`src/rtl/counter_ext.sv`:
```
// counter_ext: up/down counter with load, enable, terminal value TOP, wrap/saturate mode.
// Optional compare-match output built when COUNTER_EXT_CMP_EN is defined.
`default_nettype none

module counter_ext #(
  parameter int            BW  = 8,
  parameter logic [BW-1:0] TOP = {BW{1'b1}},
  parameter bit            SAT = 1'b0
) (
  input  logic          clk_i,
  input  logic          rst_i,
  input  logic          en_i,
  input  logic          dir_i,
  input  logic          load_i,
  input  logic [BW-1:0] load_val_i,
  input  logic [BW-1:0] cmp_val_i,
  output logic [BW-1:0] counter_val_o,
  output logic          tc_o,
  output logic          cmp_match_o
);

  logic [BW-1:0] count_q;
  logic [BW-1:0] count_next;
  logic          tc_q;
  logic          tc_next;

  always_comb begin
    count_next = count_q;
    tc_next    = 1'b0;
    if (load_i) begin
      count_next = (load_val_i > TOP) ? TOP : load_val_i;
    end else if (en_i) begin
      if (dir_i) begin
        if (count_q < TOP) begin
          count_next = count_q + 1'b1;
        end else begin
          count_next = SAT ? TOP : '0;
          tc_next    = 1'b1;
        end
      end else begin
        if (count_q != '0) begin
          count_next = count_q - 1'b1;
        end else begin
          count_next = SAT ? '0 : TOP;
          tc_next    = 1'b1;
        end
      end
    end
  end

  always_ff @(posedge clk_i or posedge rst_i) begin
    if (rst_i) begin
      count_q <= '0;
      tc_q    <= 1'b0;
    end else begin
      count_q <= count_next;
      tc_q    <= tc_next;
    end
  end

  assign counter_val_o = count_q;
  assign tc_o          = tc_q;

`ifdef COUNTER_EXT_CMP_EN
  logic cmp_q;

  // Compared against the next count so the flag lines up with counter_val_o.
  always_ff @(posedge clk_i or posedge rst_i) begin
    if (rst_i) begin
      cmp_q <= 1'b0;
    end else begin
      cmp_q <= (count_next == cmp_val_i);
    end
  end

  assign cmp_match_o = cmp_q;
`else
  logic unused_cmp_val;
  assign unused_cmp_val = ^cmp_val_i;
  assign cmp_match_o    = 1'b0;
`endif

endmodule

`default_nettype wire

```
`config.mk`:
```
export PLATFORM = sky130hd
export DESIGN_NAME = counter_ext
export DESIGN_NICKNAME = d
export VERILOG_FILES = /design/src/rtl/counter_ext.sv
export SDC_FILE = /design/constraint.sdc
export NUM_CORES = 1
export LEC_CHECK = 0
export CAP_MARGIN = 20
export CORE_ASPECT_RATIO = 1.1
export CORE_MARGIN = 2
export CORE_UTILIZATION = 48
export CTS_BUF_LIST = sky130_fd_sc_hd__clkbuf_8
export CTS_CLUSTER_DIAMETER = 50
export DETAILED_ROUTE_END_ITERATION = 8
export GPL_TIMING_DRIVEN = 0
export PLACE_DENSITY_LB_ADDON = 0.1
export RECOVER_POWER = 100
export SYNTH_ARGS = -nofsm -noshare
export SYNTH_HDL_FRONTEND = slang
export SYNTH_SLANG_ARGS = --single-unit
export TNS_END_PERCENT = 10
```
`constraint.sdc`:
```
create_clock -name clk_i -period 3.5 [get_ports clk_i]
set_clock_uncertainty 0.15 [all_clocks]
set_input_delay 0.525 -clock clk_i [delete_from_list [all_inputs] [get_ports clk_i]]
set_output_delay 0.525 -clock clk_i [all_outputs]
set_load 0.02 [all_outputs]
```
After elaboration in Yosys (flattened, before gate mapping):

Index checks and enable logic that the tools add are counted.

* input port bits: 21
* register bits after elaboration: 9
* word-level logic and storage cells: 19
* output and inout bits: 10

* reductions and logical operators: 2
* $add $sub $neg: 2
* multiplexer cells: 11
* order comparisons: 2

Operators with widths (number)
* 8-bit two-way mux: 6
* 8-bit by 1-bit adder with 8-bit output (second input constant): 1
* 8-bit greater-than comparator (second input constant): 1
* 8-bit < comparator (second input constant): 1
* 8-bit nonzero test: 1
* 8-bit by 1-bit subtractor with 8-bit output (second input constant): 1
* 1-bit two-way mux: 5
* 2-bit nonzero test: 1

Logic depth before layout (Yosys ltp):

* word-level depth: 5
* mapped depth: 7
* mapped depth without buffers: 7

Worst setup path after synthesis:

No wires, ideal clock.

* path kind: register to register
* from: register count_q[2] (netlist: counter_val_o[2])
* to: register count_q[5] (netlist: counter_val_o[5])
* cell stages (with the launch flop): 7
* path slack: 1745 ps
* path buffers: 1
* setup time: 121 ps
* required time: 3229 ps
* arrival time: 1483 ps
* period minus slack after synthesis: 1755 ps
* cell sequence: dfrtp_1 -> buf_6 -> nor3_4 -> nand3_1 -> a211oi_1 -> o21ai_1 -> a22o_1

* word-level cells in the longest chain between the ends: 5
* elaborated cells between the ends (all ways): 9
* those cells by class: add/sub (2); order compare (1); mux (5); reduce/logical (1)

RTL lines
* from (decl): line 22 `logic [BW-1:0] count_q;`
* from (signal assigned): line 56 `count_q <= count_next;`
* 8-bit by 1-bit subtractor with 8-bit output (tied with other cells): line 42 `count_next = count_q - 1'b1;`
* 8-bit two-way mux, on equally long branches: line 41, 34
* 8-bit two-way mux *: line 33 `if (dir_i) begin`
* 8-bit two-way mux *: line 32 `end else if (en_i) begin`
* 8-bit two-way mux *: line 30 `if (load_i) begin`

Mark *: on every way between the ends. The rest lies on a longest branch, timed or not. The select of a mux whose other input is x is not followed.
A chain may end at the register's enable or synchronous reset.

Final worst setup path:

* from: input port dir_i
* to: register count_q[5] (netlist: counter_val_o[5])

* word-level cells in the longest chain between the ends: 3

RTL lines
* from (decl): line 13 `input logic dir_i,`
* 8-bit two-way mux: line 33
* 8-bit two-way mux: line 32
* 8-bit two-way mux: line 30

Every way passes these cells. The select of a mux whose other input is x is not followed.

==> qor.yml <==
route:
  vias: 826
  wire_per_inst_um: 13.82
  drt_iter0_markers: 24
  drt_pass1_iterations: 4
  drtAntennaViolNets: 0
  routed_wirelength_um: 1976
  drc: 0
  vias_per_cell: 5.776
cts:
  post_cts_buffers: 0
  ctsResizeCount: 0
  cts_made_buffers: 3
  cts_tree: "built"
  clk_path_buf_depth: 2
  cts_sinks: 9
  clk_pin_slew_ns: 0.04
  cts_root_buffer: "clkbuf_8"
  clk-insertion-delay-late_ns: 0.23
  htreeDepth: 1
  ctsHoldBuffers: 0
critical_path:
  worstSetupPathType: "input pin to register"
  worstPathArrival_ns: 2.23
  worstSetupEndpointType: "register"
  r2r-start: "counter_val_o[2]"
  startpoint: "dir_i"
  crit_fanout: 10
  startpoint_type: "input pin"
  critPathRequiredTime_ns: 3.47
place:
  port_buffers: 20
  dp_hpwl_um: 1505
  gp_congestion: 0.9204
  place_area_mm2: 0.001015
die:
  fp.dieW_um: 42.76
  rows: 15
  initial_core_util: 0.5092
  design.die.area_mm2: 0.001994
  ios: 31
  core_mm2: 0.001558
  die_y_um: 46.64
logic_synthesis:
  postSynthCellCount: 102
  ys.flop_type: "dfrtp_1"
  yosysSeqAreaShare: 0.2839
  syn_avg_cell_area_um2: 7.777
  ys_warn_count: 0
  synth-edff-count: 0
  synth_cell_types: 38
  async_reset_ff_frac: 1.000
  syn_area_um2: 793.3
  ys_ff_latch: 9
  synth.net_count: 126
sta:
  fin_setup_tns_ns: 0
  min_period_over_period: 0.6451
  setup_viol: 0
  slew_violations: 0
  period_needed_ns: 2.258
  max_freq_mhz: 442.9
  rsz0062_at_grt: "false"
  finalHoldViolCount: 0
  whs_ns: 0.5292
layout:
  fillCellCount: 142
  nets: 151
  drive_above_1_share: 0.07143
  syn_to_final_growth_pct: 31.23
  final_cell_mix: "nand2_1 (12), dlygate4sd3_1 (11), nor2_1 (9), dfrtp_1 (9), clkdlybuf4s50_1 (9)"
  fin_area_mm2: 0.001041
  n_antenna_cell: 0
  mostFrequentLayoutCell: "nand2_1"
min_path:
  min_path_type: "register to register"
  hold_start: "counter_val_o[6]"
power:
  vdd_ir_drop_max_uv: 191.7
  leakagePower_nw: 0.4480
  power_density_mw_per_mm2: 367.7
grt:
  overflow: 0
  track_usage: 0.2283
  first_global_vias: 758
  grt_max_degree: 11
  antenna_found_initial: 0
  grt_pass1_wl_um: 3387
run:
  cap_violations: 0
run_status:
  outcome: "complete, no violations"
[worst max-delay path, cell delays in order]
cell	delay (ns)
dlygate4sd3_1	0.62
clkbuf_1	0.38
o2111ai_1	0.19
a2bb2oi_1	0.15
o21ai_0	0.13
a22o_1	0.23
[kinds of logic (layout without fill, tap and decap cells)]
logic type               Yosys count  after routing  share of synthesized area
buffers and inverters             13             37                    0.07886
AO/OA/AOI/OAI                     32             32                     0.2650
AND/OR/NAND/NOR                   40             40                     0.2760
flip-flops                         9              9                     0.2839
XOR/XNOR                           4              4                    0.04417
adder cells (fa/ha/maj)            3              3                    0.04732
other                              1              1                   0.004727
[per-layer routing]
| layer | global-route usage | up-vias | wire length, um | part of all wire |
|---|---|---|---|---|
| li1 | - | 417 | - | - |
| met1 | 0.2976 | 375 | 944 | 0.48 |
| met2 | 0.3788 | 30 | 894 | 0.45 |
| met3 | 0.03529 | 4 | 106 | 0.054 |
| met4 | 0.09375 | 0 | 30 | 0.015 |
| met5 | 0 | - | 0 | 0 |
[cells in the mapped netlist, types with 2 or more instances]
master      n  area, um2
or3_1       2      12.51
clkbuf_1    3      11.26
o21ai_1     6      30.03
a2bb2oi_1   2      17.52
buf_2       2      10.01
nand4_1     2      12.51
nor2_1      9      33.78
nand2_1    12      45.04
inv_1       5      18.77
a31oi_1     4      25.02
dfrtp_1     9      225.2
ha_1        3      37.54
o21ai_0     3      15.01
xnor2_1     3      26.28
a211oi_1    2      15.01
nand3_1     6      30.03
nor3b_1     2      15.01
a21oi_1     5      25.02
o31ai_1     3      22.52
[per-stage QoR]
step / cells / setup slack (ns) / util / total power, mW
floorplan: 102 / 1.745 / - / 0.2234
global placement: 139 / 1.177 / 0.6514 / 0.2744
detailed placement: 139 / 1.123 / 0.6514 / 0.2768
CTS: 143 / 1.362 / 0.6803 / 0.3922
global route: 143 / 1.042 / 0.6683 / 0.4024
finish: 143 / 1.242 / 0.6683 / 0.3827
[area by class of cell]
| type | count | area, um2 | share of cell area |
|---|---|---|---|
| multi-input cells | 80 | 486.7 | 0.4675 |
| plain buffers | 7 | 40.04 | 0.03846 |
| well taps | 17 | 21.27 | 0.02043 |
| repair buffers | 20 | 200.2 | 0.1923 |
| flip-flops and latches | 9 | 225.2 | 0.2163 |
| inverters | 6 | 22.52 | 0.02163 |
| clock buffers | 3 | 41.29 | 0.03966 |
| clock inverters | 1 | 3.754 | 0.003606 |
[state kept, by name, indices dropped and copies added, names as in the netlist]
register	count
counter_val_o	8
tc_o	1
[final timing paths]
path                       slack (ns)  cells after the start                to
max                              1.24                      6  counter_val_o[5]
min                              0.53                      2  counter_val_o[6]
max reg2reg                      1.54                      6  counter_val_o[4]
min reg2reg                      0.53                      2  counter_val_o[6]
max in group asynchronous        2.41                      2  counter_val_o[2]
min in group asynchronous        0.54                      2  counter_val_o[6]
[report_power, final]
group / internal [mW] / switching [mW]
Clock: 0.0763 / 0.0400
Combinational: 0.0617 / 0.0728
Sequential: 0.115 / 0.0171
(Power assumes the default switching activity.)
